`src/rtl/instruction_fetch_stage_pkg.sv`:
```
// Shared definitions for the IF stage: instruction classes, opcodes and IF state encoding.
package instruction_fetch_stage_pkg;

  typedef enum logic [3:0] {
    TypeNop     = 4'd0,
    TypeRtype   = 4'd1,
    TypeIalu    = 4'd2,
    TypeLoad    = 4'd3,
    TypeStore   = 4'd4,
    TypeBranch  = 4'd5,
    TypeJump    = 4'd6,
    TypeHalt    = 4'd7,
    TypeIllegal = 4'd15
  } inst_type_e;

  localparam logic [5:0] OpRtype       = 6'h00;
  localparam logic [5:0] OpJ           = 6'h02;
  localparam logic [5:0] OpJal         = 6'h03;
  localparam logic [5:0] OpBeq         = 6'h04;
  localparam logic [5:0] OpBne         = 6'h05;
  localparam logic [5:0] OpLoad        = 6'h23;
  localparam logic [5:0] OpStore       = 6'h2B;
  localparam logic [5:0] OpHaltDefault = 6'h3F;

  localparam logic [31:0] NopWord = 32'h0000_0000;

  typedef enum logic [1:0] {
    StRun    = 2'd0,
    StHalted = 2'd1,
    StFault  = 2'd2
  } if_state_e;

endpackage

```
`src/rtl/instruction_fetch_stage_predecode.sv`:
```
// Combinational pre-decode of a fetched word into its instruction class.
module instruction_fetch_stage_predecode
  import instruction_fetch_stage_pkg::*;
#(
  parameter logic [5:0] HALT_OP = OpHaltDefault
) (
  input  logic [31:0] inst,
  output logic [3:0]  inst_type
);

  logic [5:0] op;
  assign op = inst[31:26];

  // Classify by opcode; the all-zero word is a NOP before any opcode rule applies.
  always_comb begin
    inst_type = TypeIllegal;
    if (inst == NopWord) begin
      inst_type = TypeNop;
    end else if (op == HALT_OP) begin
      inst_type = TypeHalt;
    end else if (op == OpRtype) begin
      inst_type = TypeRtype;
    end else if (op[5:3] == 3'b001) begin
      inst_type = TypeIalu;
    end else if (op == OpLoad) begin
      inst_type = TypeLoad;
    end else if (op == OpStore) begin
      inst_type = TypeStore;
    end else if (op == OpBeq || op == OpBne) begin
      inst_type = TypeBranch;
    end else if (op == OpJ || op == OpJal) begin
      inst_type = TypeJump;
    end
  end

endmodule

```
`src/rtl/instruction_fetch_stage.sv`:
```
// IF stage: PC, sequence tag and run/halt/fault state, plus the FromIF bundle to IF/ID.
module instruction_fetch_stage
  import instruction_fetch_stage_pkg::*;
#(
  parameter logic [31:0] RESET_PC = 32'h0000_0000,
  parameter logic [5:0]  HALT_OP  = OpHaltDefault
) (
  input  logic        clock,
  input  logic        reset,
  input  logic        Stall,
  input  logic        Redirect_Valid,
  input  logic [31:0] Redirect_Target,
  output logic [31:0] Imem_Addr,
  input  logic [31:0] Imem_Data,
  output logic [31:0] FromIF_Inst,
  output logic [31:0] FromIF_NewPC,
  output logic [3:0]  FromIF_InstNum,
  output logic [3:0]  FromIF_InstType,
  output logic        Halted,
  output logic        Fault
);

  logic [31:0] pc_q, pc_d;
  logic [3:0]  seq_q, seq_d;
  if_state_e   state_q, state_d;
  logic        bubble;

  // Squash the fetch while in reset, when not running, or when this cycle's fetch is wrong-path.
  always_comb begin
    bubble          = reset || (state_q != StRun) || Redirect_Valid;
    FromIF_Inst     = bubble ? NopWord : Imem_Data;
    FromIF_NewPC    = pc_q + 32'd4;
    FromIF_InstNum  = seq_q;
    Imem_Addr       = pc_q;
    Halted          = (state_q == StHalted);
    Fault           = (state_q == StFault);
  end

  instruction_fetch_stage_predecode #(
    .HALT_OP (HALT_OP)
  ) u_predecode (
    .inst      (FromIF_Inst),
    .inst_type (FromIF_InstType)
  );

  // Next state: redirect beats stall; a stall simply holds everything so IF/ID re-captures it.
  always_comb begin
    pc_d    = pc_q;
    seq_d   = seq_q;
    state_d = state_q;
    if (Redirect_Valid && state_q != StFault) begin
      if (Redirect_Target[1:0] == 2'b00) begin
        pc_d    = Redirect_Target;
        state_d = StRun;
      end else begin
        state_d = StFault;
      end
    end else if (state_q == StRun && !Stall) begin
      seq_d = seq_q + 4'd1;
      if (FromIF_InstType == TypeHalt) begin
        // PC stays on the HALT so Imem_Addr points at it while halted.
        state_d = StHalted;
      end else begin
        pc_d = pc_q + 32'd4;
      end
    end
  end

  // State registers with asynchronous reset.
  always_ff @(posedge clock or posedge reset) begin
    if (reset) begin
      pc_q    <= RESET_PC;
      seq_q   <= 4'd0;
      state_q <= StRun;
    end else begin
      pc_q    <= pc_d;
      seq_q   <= seq_d;
      state_q <= state_d;
    end
  end

endmodule

```
`config.mk`:
```
export PLATFORM = sky130hd
export DESIGN_NAME = instruction_fetch_stage
export DESIGN_NICKNAME = d
export VERILOG_FILES = /design/src/rtl/instruction_fetch_stage_pkg.sv /design/src/rtl/instruction_fetch_stage_predecode.sv /design/src/rtl/instruction_fetch_stage.sv
export SDC_FILE = /design/constraint.sdc
export NUM_CORES = 1
export LEC_CHECK = 0
export CAP_MARGIN = 20
export CORE_MARGIN = 2
export CORE_UTILIZATION = 39
export DETAILED_ROUTE_END_ITERATION = 12
export PLACE_DENSITY = 0.88
export SETUP_SLACK_MARGIN = 0.05
export SLEW_MARGIN = 25
export SYNTH_ARGS = -nofsm -noshare
export SYNTH_HDL_FRONTEND = slang
export SYNTH_SLANG_ARGS = --single-unit
```
`constraint.sdc`:
```
create_clock -name clock -period 2.65 [get_ports clock]
set_input_delay 0.265 -clock clock [delete_from_list [all_inputs] [get_ports clock]]
set_output_delay 0.265 -clock clock [all_outputs]
set_load 0.01 [all_outputs]
```
# Word level (Yosys, flattened, before mapping)
# Cells that the tools add are included.
[classes] add_sub_neg=2 multipliers=0 div_mod_pow=0 n_lt_le_gt_ge=0 n_eq_ne=14 n_shift=0 n_mux=17 bitwise_logic=1 reduce_logical=17
[op_table] op="32-bit two-way mux" count=5
[op_table] op="32-bit by 3-bit adder with 32-bit output (second input constant)" count=1
[op_table] op="32-bit logical NOT" count=1
[op_table] op="4-bit two-way mux" count=8
[op_table] op="6-bit equality test (second input constant)" count=3
[op_table] op="6-bit by 2-bit equality test with 1-bit output (second input constant)" count=2
[op_table] op="6-bit by 3-bit equality test with 1-bit output (second input constant)" count=2
[op_table] op="2-bit two-way mux" count=4
[op_table] op="6-bit logical NOT" count=1
[op_table] op="2-bit nonzero test" count=3
[op_table] op="4-bit by 1-bit adder with 4-bit output (second input constant)" count=1
[op_table] op="4-bit by 3-bit equality test with 1-bit output (second input constant)" count=1
[op_table] op="2-bit logical NOT" count=2
[op_table] op="1-bit logical OR" count=4
[op_table] op="2-bit != test (second input constant)" count=2
[op_table] op="2-bit AND reduction" count=2
[op_table] op="3-bit by 1-bit equality test with 1-bit output (second input constant)" count=1
[op_table] op="3-bit AND reduction" count=1
[op_table] op="2-bit by 1-bit equality test with 1-bit output (second input constant)" count=1
[op_table] op="2-bit equality test (second input constant)" count=1
[op_table] op="1-bit logical AND" count=2
[op_table] op="2-bit by 1-bit != test with 1-bit output (second input constant)" count=1
[op_table] op="1-bit logical NOT" count=1
[op_table] op="1-bit inverter" count=1
[totals] regBits=38 latchBits=0 ram_bits=0 mem_bits_ro=0 n_memories=0

# Longest topological paths before layout
[depth] ltp_word=18 mapped_depth=8

# By module
# A second synthesis with hierarchy kept.
[unflattened] hier_cells=365 area_unflattened_um2=3040.4
[by_module_without_submodules] module="instruction_fetch_stage" n_inst=1 cells_per_inst=333 area_each_um2=2842.7 seq_area_each_um2=950.9
[by_module_without_submodules] module="instruction_fetch_stage_predecode" n_inst=1 cells_per_inst=32 area_each_um2=197.7 seq_area_each_um2=0.0

# Worst setup path before layout
# No wires, ideal clock.
[synth_path] kind="reg2reg" from="register state_q[1]" to="register pc_q[16] (netlist: Imem_Addr[16])" t_arrival_ns=2.130 setup_slack_ns=0.394 stages_incl_launch_ff=7 period_less_slack_ns=2.256 cell_sequence="dfrtp_1 -> or4_4 -> o41ai_4 -> and2_1 -> buf_4 -> a21oi_1 -> o2bb2a_1"
[synth_via] elab_chain_cells=17 elab_cells_between_ends=34 classes_between="eq/ne: 12; mux: 10; reduce/logical: 12"
[synth_rtl] element="from (decl)" line="instruction_fetch_stage.sv:25" source="if_state_e state_q, state_d;"
[synth_rtl] element="from (signal assigned)" line="instruction_fetch_stage.sv:74" source="state_q <= StRun;"
[synth_rtl] element="from (signal assigned)" line="instruction_fetch_stage.sv:78" source="state_q <= state_d;"
[synth_rtl] element="2-bit nonzero test" line="instruction_fetch_stage.sv:30" source="bubble = reset || (state_q != StRun) || Redirect_Valid;"
[synth_rtl] element="1-bit logical OR (2 in series)" line="instruction_fetch_stage.sv:30"
[synth_rtl] element="32-bit two-way mux" line="instruction_fetch_stage.sv:31" source="FromIF_Inst = bubble ? NopWord : Imem_Data;"
[synth_rtl] element="6-bit by 2-bit equality test with 1-bit output" line="instruction_fetch_stage_predecode.sv:31" source="end else if (op == OpJ || op == OpJal) begin"
[synth_rtl] element="1-bit logical OR" line="instruction_fetch_stage_predecode.sv:31"
[synth_rtl] element="4-bit two-way mux" line="instruction_fetch_stage_predecode.sv:31"
[synth_rtl] element="4-bit two-way mux" line="instruction_fetch_stage_predecode.sv:29" source="end else if (op == OpBeq || op == OpBne) begin"
[synth_rtl] element="4-bit two-way mux" line="instruction_fetch_stage_predecode.sv:27" source="end else if (op == OpStore) begin"
[synth_rtl] element="4-bit two-way mux" line="instruction_fetch_stage_predecode.sv:25" source="end else if (op == OpLoad) begin"
[synth_rtl] element="4-bit two-way mux" line="instruction_fetch_stage_predecode.sv:23" source="end else if (op[5:3] == 3'b001) begin"
[synth_rtl] element="4-bit two-way mux" line="instruction_fetch_stage_predecode.sv:21" source="end else if (op == OpRtype) begin"
[synth_rtl] element="4-bit two-way mux" line="instruction_fetch_stage_predecode.sv:19" source="end else if (op == HALT_OP) begin"
[synth_rtl] element="4-bit two-way mux" line="instruction_fetch_stage_predecode.sv:17" source="if (inst == NopWord) begin"
[synth_rtl] element="4-bit by 3-bit equality test with 1-bit output" line="instruction_fetch_stage.sv:60" source="if (FromIF_InstType == TypeHalt) begin"
[synth_rtl] element="2-bit != test (no source line)"
[synth_rtl] element="3-bit AND reduction (no source line)"
[synth_rtl] element="to (signal assigned)" line="instruction_fetch_stage.sv:76" source="pc_q <= pc_d;"
[synth_rtl] element="to (decl)" line="instruction_fetch_stage.sv:23" source="logic [31:0] pc_q, pc_d;"
# Parallel ways exist; a longest one is shown, timed or not.
# A chain may end at the register's enable or synchronous reset.

# Worst setup path in the final report
[layout_path] from="register pc_q[16] (netlist: Imem_Addr[16])" to="output FromIF_NewPC[24]"
[layout_via] elab_chain_cells=1
[layout_rtl] element="32-bit by 3-bit adder with 32-bit output" line="instruction_fetch_stage.sv:32" source="FromIF_NewPC = pc_q + 32'd4;"
[layout_rtl] element="to (decl)" line="instruction_fetch_stage.sv:16" source="output logic [31:0] FromIF_NewPC,"
# Every way passes these cells.

==> impl_metrics.ini <==
[outcome]
status = finished clean

[timing]
tightest_slew_ns = 0.517
period_needed_ns = 2.51
worst_slack_ns = 0.143
rsz0062_at_grt = false
skew_ns = 0.0118
fin_crit_sh_pct = 94.6
tns_ns = 0
finalHoldViolCount = 0
drv_slew = 0
setup_violations = 0
max_freq_mhz = 399
relSlewSlack_pct = 65.4

[logic_synthesis]
synthTopCellsByArea = dfrtp_1, xnor2_1, and2_1
synth_nets = 458
synth_edf_count = 0
syn_area_um2 = 3090
yosysWarnings = 0
synth_cells = 388
synth_cell_types = 51
ys_async_sr_fraction_pct = 100
synth.avg_cell_area_um2 = 7.96
ys_seq_area_share_pct = 30.8
synth_top_area_cell = dfrtp_1
synth_seq_cells = 38
yosysTopAreaCellShare_pct = 30.8
synthFlopType = dfrtp_1

[critical_path]
crit_path_cell_trace = and4_1 > nand4_1 > nor4_2 > xor2_1 > dlygate4sd2_1
critPathKind = reg -> out
cp_num_buf_inv = 1
cp_slowest_cell = dfrtp_2
crit_arrival_ns = 2.24
cp_top_family = simple AND/OR/NAND/NOR gates
max_stage_delay_ns = 0.42
r2r_cells = 6
start_kind = flop
critPathRequiredTime_ns = 2.38
path_depth = 5
critPathLaunch = Imem_Addr[16]
reg2reg_slack_ns = 0.39
worst-path-max-fanout = 6
cp-end-kind = output port
rr_startpoint = state_q[1]

[power]
powerDensity_nw_per_um2 = 370
internal_power_uw = 1420
p_sw_share_pct = 28.9
ir_drop_v = 0.000275
p_leak_uw = 0.00226
p_clk_share_pct = 31.4
pwr-share-seq_pct = 35.3
power_switching_uw = 576
total_power_uw = 1990
pwr-share-comb_pct = 33.3

[drt]
drtIter0Drc = 334
routed_wl_mm = 12.2
num_vias = 3938
drc = 0
firstDrtPassIters = 5
wl_per_cell_um = 17.9
postRouteAntennaNets = 0
routed_via_density = 5.79

[placement]
dp.cells = 666
dp_slack_ns = 0.0412
dpl.hpwl_mm = 9.14
port_buffers = 173
globalplace.congestion = 0.924

[floorplanning]
fp.dieH_um = 93
initial_core_util_pct = 40.2
rows = 32
dieArea_um2 = 8650
io_pins = 174
core_area_um2 = 7690
die_x_um = 93

[final_layout]
nFillCells = 589
final_common_cell = clkdlybuf4s50_1
fin_cells = 680
area.growth.synth_to_final_pct = 74.3
fin_nets = 647
post-route-util_pct = 70.1
layout_common_cells = clkdlybuf4s50_1, nand2_1, buf_4
diodes = 0
drive_above_1_share_pct = 14.0

[clock_tree]
ctsRootBufferMaster = clkbuf_8
cts_num_sinks = 38
cts-htree-levels = 2
cts_tree = done
cts_buffer_depth = 2
clk_pin_slew_worst_paths_ns = 0.09
insertion_delay_ns = 0.30
cts_buffers = 5

[worst_hold_path]
whs_path_depth = 1
hold_path.class = reg -> reg
hp-start = FromIF_InstNum[3]

[grt]
grt_max_degree = 41
overflow = 0
antenna_found_initial = 0
grt_pass1_vias = 3698
grt_pass1_wl_mm = 18.5
grt_usage_pct = 26.6

[run]
drv_cap = 0
## Yosys cell counts (4+ instances only)
cell and count:
clkbuf_1 25, and4_1 11, inv_1 9, a21oi_1 35, nor2_1 19, xnor2_1 24, xor2_1 7, o2bb2a_1 7
nand2_1 38, o22ai_1 12, and3_1 11, and2_1 33, o21ai_0 13, nand4_1 13, dfrtp_1 38, a31oi_1 5
a22oi_1 4, o2bb2ai_1 4, nor4_1 15, nand3_1 25
## final timing paths
path,endpoint
min in group asynchronous,state_q[0]
max in group asynchronous,Imem_Addr[23]
max,FromIF_NewPC[24]
min reg2reg,FromIF_InstNum[3]
max reg2reg,Imem_Addr[26]
min,FromIF_InstNum[3]
## metrics by stage
step                hold WS, ns  instance area [um^2]
global placement          0.467                  5090
finish                    0.478                  5390
floorplan                 0.413                  3090
global route              0.507                  5390
detailed placement        0.479                  5090
CTS                       0.492                  5290
## timing repair
item | in CTS | in global routing
resized for setup | 18 | 25
hold buffers | 0 | 0
cloned | 0 | 1
buffers inserted | 1 | 4
endpoints found under the setup margin | 16 | 19
pin swaps | 6 | 10
## cell families after synthesis
kind of cell,after synthesis,synth area share (%)
adders and majority gates,2,0.810
DFF,38,30.8
AOI/OAI and AO/OA,99,21.6
buffers and inverters,40,5.75
and+or+nand+nor,176,31.6
muxes,2,0.689
xor gates and xnor gates,31,8.79
## state kept, by name, summed over array words and instances (netlist names)
name            count
state_q             2
FromIF_InstNum      4
Imem_Addr          32
## per-layer routing
metal  track usage, %  wire, um  vias to the layer above
li1                 -         -                     1807
met1             30.7      4420                     1879
met2             49.4      6480                      229
met3             4.83      1050                       23
met4             8.33       259                        0
met5                0         0                        -
## worst reg2reg max path, delay by kind of cell (launching register included)
family / cells / cell delay (ns)
compound gates: 2 / 0.71
buf+inv: 2 / 0.40
flops: 1 / 0.39
simple gates: 2 / 0.65
## power groups by stage
stage	Sequential [uW]	Combinational (uW)	Clock [uW]
floorplan	728	208	0
global placement	704	646	0
detailed placement	710	661	0
CTS	699	665	624
global route	711	710	654
finish	704	664	627
## cell type report
class | count | area (um^2) | area share (%)
Sequential cell | 38 | 960 | 17.8
Inverter | 9 | 33.8 | 0.627
Timing Repair Buffer | 213 | 2080 | 38.5
Tap cell | 102 | 128 | 2.37
Clock inverter | 2 | 60.1 | 1.12
Multi-Input combinational cell | 310 | 2050 | 38.0
Clock buffer | 6 | 82.6 | 1.53
Power figures use the tool's default switching activity.
